$ cat config.mk
export PLATFORM = sky130hd
export DESIGN_NAME = dmem_arbiter_flat
export DESIGN_NICKNAME = d
export VERILOG_FILES = /design/src/rtl/dmem_arbiter_if.sv /design/src/rtl/dmem_arbiter.sv /design/src/flat_wrapper.sv
export SDC_FILE = /design/constraint.sdc
export NUM_CORES = 1
export LEC_CHECK = 0
export CAP_MARGIN = 20
export CORE_AREA = 10 10 158 160
export DETAILED_ROUTE_END_ITERATION = 6
export DIE_AREA = 0 0 168 170
export PLACE_DENSITY = 0.85
export REMOVE_ABC_BUFFERS = 1
export SYNTH_ARGS = -nofsm -noshare
export SYNTH_HDL_FRONTEND = slang
export SYNTH_SLANG_ARGS = --single-unit
$ cat constraint.sdc
create_clock -name clk -period 17.35 [get_ports clk]
set_input_delay 3.47 -clock clk [delete_from_list [all_inputs] [get_ports clk]]
set_output_delay 3.47 -clock clk [all_outputs]
set_load 0.1 [all_outputs]
$ cat src/rtl/dmem_arbiter_if.sv
// dmem_arbiter_if: pipeline, debug and memory signals of the dmem arbiter; stats ports exist only with DMEM_ARB_STATS_EN
interface dmem_arbiter_if #(
    parameter int DATA_W = 64,
    parameter int ADDR_W = 10
);
    logic              p_req;
    logic              p_we;
    logic [ADDR_W-1:0] p_addr;
    logic [DATA_W-1:0] p_wdata;
    logic [DATA_W-1:0] p_rdata;
    logic              p_ready;
    logic              stall_mem;
    logic              d_req;
    logic              d_we;
    logic [ADDR_W-1:0] d_addr;
    logic [DATA_W-1:0] d_wdata;
    logic [DATA_W-1:0] d_rdata;
    logic              d_ack;
    logic              m_en;
    logic              m_we;
    logic [ADDR_W-1:0] m_addr;
    logic [DATA_W-1:0] m_wdata;
    logic [DATA_W-1:0] m_rdata;
    logic              owner;
`ifdef DMEM_ARB_STATS_EN
    logic [31:0]       stat_p_grants;
    logic [31:0]       stat_d_grants;
    logic [31:0]       stat_stall_cycles;
`endif
    modport slave (
        input  p_req, p_we, p_addr, p_wdata, d_req, d_we, d_addr, d_wdata, m_rdata,
        output p_rdata, p_ready, stall_mem, d_rdata, d_ack, m_en, m_we, m_addr, m_wdata, owner
`ifdef DMEM_ARB_STATS_EN
        , output stat_p_grants, stat_d_grants, stat_stall_cycles
`endif
    );
    modport master (
        output p_req, p_we, p_addr, p_wdata, d_req, d_we, d_addr, d_wdata, m_rdata,
        input  p_rdata, p_ready, stall_mem, d_rdata, d_ack, m_en, m_we, m_addr, m_wdata, owner
`ifdef DMEM_ARB_STATS_EN
        , input stat_p_grants, stat_d_grants, stat_stall_cycles
`endif
    );
endinterface

$ cat src/rtl/dmem_arbiter.sv
// dmem_arbiter: shares the fixed-latency dmem between pipeline and debug with a starvation guard; DMEM_ARB_STATS_EN adds grant/stall counters
module dmem_arbiter #(
    parameter int DATA_W       = 64,
    parameter int ADDR_W       = 10,
    parameter int MEM_LAT      = 2,
    parameter int STARVE_LIMIT = 4
) (
    input logic           clk,
    input logic           rst,
    dmem_arbiter_if.slave bus
);
    typedef enum logic [1:0] {IDLE, ISSUE, WAIT, DONE} state_t;
    state_t            r_state, w_next;
    logic              r_we, r_owner;
    logic [ADDR_W-1:0] r_addr;
    logic [DATA_W-1:0] r_wdata, r_p_rdata, r_d_rdata;
    logic [2:0]        r_cnt;
    logic [3:0]        r_starve;
    logic              w_grant, w_d_win, w_p_ready;
    assign w_grant   = (r_state == IDLE) && (bus.p_req || bus.d_req);
    assign w_d_win   = bus.d_req && (!bus.p_req || r_starve == 4'(STARVE_LIMIT));
    assign w_p_ready = (r_state == DONE) && !r_owner;
    // state register
    always_ff @(posedge clk or posedge rst)
        if (rst) r_state <= IDLE;
        else     r_state <= w_next;
    // next-state: one access walks IDLE -> ISSUE -> WAIT (MEM_LAT cycles) -> DONE
    always_comb begin
        w_next = r_state;
        case (r_state)
            IDLE:    w_next = w_grant ? ISSUE : IDLE;
            ISSUE:   w_next = WAIT;
            WAIT:    w_next = (r_cnt == 3'd1) ? DONE : WAIT;
            default: w_next = IDLE;
        endcase
    end
    // outputs decoded from registered state and command; only stall_mem sees an input directly
    always_comb begin
        bus.m_en      = (r_state == ISSUE);
        bus.m_we      = (r_state == ISSUE) && r_we;
        bus.m_addr    = r_addr;
        bus.m_wdata   = r_wdata;
        bus.p_ready   = w_p_ready;
        bus.d_ack     = (r_state == DONE) && r_owner;
        bus.p_rdata   = r_p_rdata;
        bus.d_rdata   = r_d_rdata;
        bus.owner     = r_owner;
        bus.stall_mem = bus.p_req && !w_p_ready;
    end
    // command latch at grant, starvation tracking in IDLE, wait countdown and read capture
    always_ff @(posedge clk or posedge rst) begin
        if (rst) begin
            r_we      <= 1'b0;
            r_owner   <= 1'b0;
            r_addr    <= '0;
            r_wdata   <= '0;
            r_cnt     <= '0;
            r_starve  <= '0;
            r_p_rdata <= '0;
            r_d_rdata <= '0;
        end else begin
            if (w_grant) begin
                r_owner <= w_d_win;
                r_we    <= w_d_win ? bus.d_we    : bus.p_we;
                r_addr  <= w_d_win ? bus.d_addr  : bus.p_addr;
                r_wdata <= w_d_win ? bus.d_wdata : bus.p_wdata;
            end
            if (r_state == IDLE)
                r_starve <= (!bus.d_req || w_d_win) ? 4'd0 : r_starve + 4'd1;
            if (r_state == ISSUE) r_cnt <= 3'(MEM_LAT);
            else if (r_state == WAIT) r_cnt <= r_cnt - 3'd1;
            if (r_state == WAIT && r_cnt == 3'd1) begin
                if (r_owner) r_d_rdata <= bus.m_rdata;
                else         r_p_rdata <= bus.m_rdata;
            end
        end
    end
`ifdef DMEM_ARB_STATS_EN
    logic [31:0] r_stat_p, r_stat_d, r_stat_s;
    assign bus.stat_p_grants     = r_stat_p;
    assign bus.stat_d_grants     = r_stat_d;
    assign bus.stat_stall_cycles = r_stat_s;
    // wrapping grant and stall counters
    always_ff @(posedge clk or posedge rst) begin
        if (rst) begin
            r_stat_p <= '0;
            r_stat_d <= '0;
            r_stat_s <= '0;
        end else begin
            if (w_grant && !w_d_win) r_stat_p <= r_stat_p + 32'd1;
            if (w_grant && w_d_win)  r_stat_d <= r_stat_d + 32'd1;
            if (bus.p_req && !w_p_ready) r_stat_s <= r_stat_s + 32'd1;
        end
    end
`endif
endmodule

$ cat src/flat_wrapper.sv
// flat-port wrapper written by rule: the top's interface ports become plain ports
module dmem_arbiter_flat 
#(
    parameter int DATA_W       = 64,
    parameter int ADDR_W       = 10,
    parameter int MEM_LAT      = 2,
    parameter int STARVE_LIMIT = 4
)
  (clk, rst, bus_p_req, bus_p_we, bus_p_addr, bus_p_wdata, bus_d_req, bus_d_we, bus_d_addr, bus_d_wdata, bus_m_rdata, bus_p_rdata, bus_p_ready, bus_stall_mem, bus_d_rdata, bus_d_ack, bus_m_en, bus_m_we, bus_m_addr, bus_m_wdata, bus_owner);
  dmem_arbiter_if #(.DATA_W(DATA_W), .ADDR_W(ADDR_W)) bus_i ();
  input logic clk;
  input logic rst;
  input wire logic [$bits(bus_i.p_req)-1:0] bus_p_req;
  input wire logic [$bits(bus_i.p_we)-1:0] bus_p_we;
  input wire logic [$bits(bus_i.p_addr)-1:0] bus_p_addr;
  input wire logic [$bits(bus_i.p_wdata)-1:0] bus_p_wdata;
  input wire logic [$bits(bus_i.d_req)-1:0] bus_d_req;
  input wire logic [$bits(bus_i.d_we)-1:0] bus_d_we;
  input wire logic [$bits(bus_i.d_addr)-1:0] bus_d_addr;
  input wire logic [$bits(bus_i.d_wdata)-1:0] bus_d_wdata;
  input wire logic [$bits(bus_i.m_rdata)-1:0] bus_m_rdata;
  output wire logic [$bits(bus_i.p_rdata)-1:0] bus_p_rdata;
  output wire logic [$bits(bus_i.p_ready)-1:0] bus_p_ready;
  output wire logic [$bits(bus_i.stall_mem)-1:0] bus_stall_mem;
  output wire logic [$bits(bus_i.d_rdata)-1:0] bus_d_rdata;
  output wire logic [$bits(bus_i.d_ack)-1:0] bus_d_ack;
  output wire logic [$bits(bus_i.m_en)-1:0] bus_m_en;
  output wire logic [$bits(bus_i.m_we)-1:0] bus_m_we;
  output wire logic [$bits(bus_i.m_addr)-1:0] bus_m_addr;
  output wire logic [$bits(bus_i.m_wdata)-1:0] bus_m_wdata;
  output wire logic [$bits(bus_i.owner)-1:0] bus_owner;
  assign bus_i.p_req = bus_p_req;
  assign bus_i.p_we = bus_p_we;
  assign bus_i.p_addr = bus_p_addr;
  assign bus_i.p_wdata = bus_p_wdata;
  assign bus_i.d_req = bus_d_req;
  assign bus_i.d_we = bus_d_we;
  assign bus_i.d_addr = bus_d_addr;
  assign bus_i.d_wdata = bus_d_wdata;
  assign bus_i.m_rdata = bus_m_rdata;
  assign bus_p_rdata = bus_i.p_rdata;
  assign bus_p_ready = bus_i.p_ready;
  assign bus_stall_mem = bus_i.stall_mem;
  assign bus_d_rdata = bus_i.d_rdata;
  assign bus_d_ack = bus_i.d_ack;
  assign bus_m_en = bus_i.m_en;
  assign bus_m_we = bus_i.m_we;
  assign bus_m_addr = bus_i.m_addr;
  assign bus_m_wdata = bus_i.m_wdata;
  assign bus_owner = bus_i.owner;
  dmem_arbiter #(.DATA_W(DATA_W), .ADDR_W(ADDR_W), .MEM_LAT(MEM_LAT), .STARVE_LIMIT(STARVE_LIMIT)) u_core (.clk(clk), .rst(rst), .bus(bus_i));
endmodule
[After elaboration in Yosys (flattened, before gate mapping)]
Cells that the tools add are included.
W data, S select, Z words.
Word-level totals
  output and inout port bits: 208
  input bits: 218
  logic and storage cells: 44
  flip-flop bits (word level): 213
Operators by class
  bitwise operators: 1
  equality and inequality tests: 5
  mux-type cells: 9
  reduce and logical (&&, ||, !) cells: 18
  $add $sub $neg: 2
Operators with widths (count)
  $mux W64: 1
  $mux W10: 1
  $logic_and A1 B1 Y1: 7
  $mux W3: 2
  $pmux W2 S3: 1
  $add A4 B1 Y4 const B: 1
  $eq A2 B2 Y1 const B: 2
  $eq A4 B3 Y1 const B: 1
  $logic_not A1 Y1: 4
  $mux W4: 1
  $reduce_and A2 Y1: 2
  $eq A3 B1 Y1 const B: 1
  $logic_or A1 B1 Y1: 3
  $mux W1: 3
  $sub A3 B1 Y3 const B: 1
  $eq A2 B1 Y1 const B: 1
  $logic_not A2 Y1: 1
  $reduce_bool A2 Y1: 1
  $not A1 Y1: 1

[Logic depth before layout (Yosys ltp)]
  word-level depth: 5
  gate-level depth with buffers: 8
  depth with buffers taken out: 5

[Worst setup path after synthesis]
Ideal clock, no wire load.
  kind: input to output
  start point: in bus_p_req
  end point: out bus_stall_mem
  arrival: 4.942 ns
  data required time: 13.880 ns
  stages: 3
  path buffers: 1
  slack: 8.938 ns
  cells stage by stage: buf_2 inv_1 nor2_1
On the way
  cells in the longest elaborated chain, start to end: 1
Ends and longest elaborated chain
  from (decl): line flat_wrapper.sv:13  | input wire logic [$bits(bus_i.p_req)-1:0] bus_p_req;
  $logic_and A1 B1 Y1: line dmem_arbiter.sv:48  | bus.stall_mem = bus.p_req && !w_p_ready;
  to (decl): line flat_wrapper.sv:24  | output wire logic [$bits(bus_i.stall_mem)-1:0] bus_stall_mem;
Every way passes these cells.

[Worst setup path after layout]
Same ends and word-level chain as after synthesis.

==> metrics.md <==
| Metric | Value |
|---|---|
| Max cap viols | `0` |
| RSZ-0062 raised after global routing | `no` |
| Core area | `21,700 sq um` |
| Slowest cell on crit path | `clkdlybuf4s50_1` |
| Avg WL per Cell | `23.5 um` |
| Sequential element share of the synthesized area | `58.7%` |
| Most common cell after layout, fill and taps aside | `clkdlybuf4s50_1` |
| Ys async rst share | `100%` |
| Pre-antenna DRT Iters | `5` |
| Unique masters post-synth | `37` |
| Total grt overflow | `0` |
| Initial DRC Count | `459` |
| CTS Buf Count | `24` |
| Final setup viols | `0` |
| Crit path max-delay family | `buffers and inverters` |
| DIE AREA | `28,600 sq um` |
| Critical Path RT | `13.88 ns` |
| Post-route antenna net violation count | `0` |
| Mapped Cells | `758` |
| # clock sinks | `213` |
| Fillcell total | `1,589` |
| Post-synth EDFFs | `0` |
| Crit path arrival time | `5.04 ns` |
| Reg area | `5330 sq um` |
| Largest net degree at the start of global routing | `133` |
| Fin crit period | `8.51 ns` |
| NumNets Final | `1,382` |
| Final hold vios | `0` |
| Via count | `7,754` |
| Cell Area, Synth | `9080 sq um` |
| Post-cts hold buffer count | `0` |
| Fraction of layout cells with a size suffix above 1 | `16.0%` |
| Average size of a mapped cell | `12.0 sq um` |
| H-Tree Level Count | `1` |
| Root Driver | `clkbuf_16` |
| Placer Congestion | `0.840` |
| Synth warnings | `0` |
| Vias in the first global route | `8,318` |
| Setup CP Type | `in2out` |
| Crit path capture type | `output port` |
| Status | `completed` |
| Max clock buf depth | `3` |
| Setup bufs post-CTS | `0` |
| Fmax | `0.117 GHz` |
| Initial antenna violation count | `4` |
| CP Buf/Inv Count | `3` |
| P&R area growth vs syn | `58.0%` |
| Worst-Margin Slew | `1.09 ns` |
| Crit-path cells | `buf_2 -> inv_1 -> nor2_1 -> clkdlybuf4s50_1` |
| CTS tree | `yes` |
| Dpl hpwl | `25,000 um` |
| Port buffer count | `425` |
| Worst Setup Start Kind | `input port` |
| Setup TNS | `0 ns` |
| Die height | `170 um` |
| Skew final | `0.00900 ns` |
| Fin crit share | `49.1%` |
| Initial Utilization | `41.9%` |
| Clock insertion delay at the later pin of the skew report | `0.50 ns` |
| Hold WC Path Type | `reg2reg` |
| Post-Route WL | `34,200 um` |
| CP peak stage delay | `1.17 ns` |
| Via-per-instance ratio | `5.31` |
| Post-route DRC | `0` |
| Slew Viols, Final | `0` |
| Reg clk slew, reported paths | `0.06 ns` |
| Crit Path Max Fanout | `2` |
| Main synth FF type | `dfrtp_1` |
| Slew HR | `27.3%` |
| Most frequent cells in the layout | `424 x clkdlybuf4s50_1, 213 x dfrtp_1, 154 x nand2_1, 128 x mux2_2, 76 x nand4_1` |
| Post-synthesis sequential element count | `213` |
| First-pass GRT wire length | `51,200 um` |
| # rows | `54` |
| Multi-input logic area | `3390 sq um` |
| Post_cts resized | `0` |
| Die width | `168 um` |
| GRT Resource Usage Total | `22.6%` |
| # IOs | `426` |
==> registers in the layout (all words and copies together) (netlist names) <==
| name | flops |
|---|---|
| u_core.bus.d_rdata | 64 |
| u_core.r_we | 1 |
| u_core.bus.owner | 1 |
| u_core.r_state | 2 |
| u_core.bus.m_wdata | 64 |
| u_core.bus.m_addr | 10 |
| u_core.r_cnt | 3 |
| u_core.r_starve | 4 |
| u_core.bus.p_rdata | 64 |
==> Yosys cell counts, types with 2 or more instances <==
cell type | count | area share (%)
dfrtp_1 | 213 | 59
buf_4 | 6 | 0.50
mux2_2 | 128 | 16
buf_2 | 23 | 1.3
nand4_1 | 76 | 5.2
buf_6 | 7 | 0.87
inv_1 | 12 | 0.50
nand2_1 | 154 | 6.4
nor2_1 | 2 | 0.083
buf_1 | 3 | 0.12
nand3_1 | 2 | 0.11
and2_1 | 2 | 0.14
ha_1 | 8 | 1.1
o211ai_1 | 75 | 6.2
o21ai_0 | 2 | 0.11
clkbuf_1 | 24 | 0.99
==> kinds of logic (layout without fill, tap and decap cells) <==
family | Yosys count | in the layout | synth area share, %
AND/OR/NAND/NOR | 245 | 245 | 12.8
adder cells (fa/ha/maj) | 8 | 8 | 1.10
AO/OA/AOI/OAI | 88 | 88 | 7.19
flip-flops | 213 | 213 | 58.7
buffers and inverters | 75 | 491 | 4.24
other | 0 | 5 | 0
multiplexers | 129 | 129 | 16.0
==> worst register-to-register path: stages (launching register included) <==
cell	delay, ns
dfrtp_1	0.40
inv_1	0.10
ha_2	0.17
buf_4	0.69
o21a_2	0.29
buf_4	0.62
nand2_1	0.28
o211ai_1	0.22
==> metrics by stage <==
step	cells	utilization [%]	area [sq um]	hold WS [ns]	setup slack (ns)
floorplan	695	-	8740	0.459	8.06
finish	1459	66.1	14300	0.497	8.84
CTS	1453	66.0	14300	0.498	8.81
global route	1457	66.1	14300	0.515	8.80
detailed placement	1409	62.0	13400	0.484	8.81
global placement	1409	62.0	13400	0.471	8.78
==> routing by layer <==
metal	part of all wire, %	up-vias	GRT usage, %
li1	-	3527	-
met1	36	3836	25.2
met2	49	344	37.4
met3	12	47	10.1
met4	2.7	0	8.33
met5	0	-	0
==> final timing paths <==
path,start,end,slack (ns),cells after the start
worst max-delay path,bus_p_req,bus_stall_mem,8.84,4
worst min-delay path,u_core.bus.m_addr[1],u_core.bus.m_addr[1],0.50,2
worst max register to register,u_core.r_state[0],u_core.bus.m_wdata[1],14.48,7
worst min register to register,u_core.bus.m_addr[1],u_core.bus.m_addr[1],0.50,2
max in group asynchronous,rst,u_core.bus.p_rdata[3],12.45,4
min in group asynchronous,rst,u_core.bus.d_rdata[55],3.56,2
==> cell type report <==
type | count | area share [%]
Sequential cell | 213 | 37.2
Timing Repair Buffer | 435 | 30.3
Multi-Input combinational cell | 470 | 23.6
Clock buffer | 38 | 5.40
Tap cell | 280 | 2.44
Clock inverter | 6 | 0.619
Inverter | 12 | 0.366
Antenna cell | 5 | 0.0872
Power is left out: the tool's default activity adds up to more than one toggle a clock period on the data nets, which glitch-free logic cannot reach.
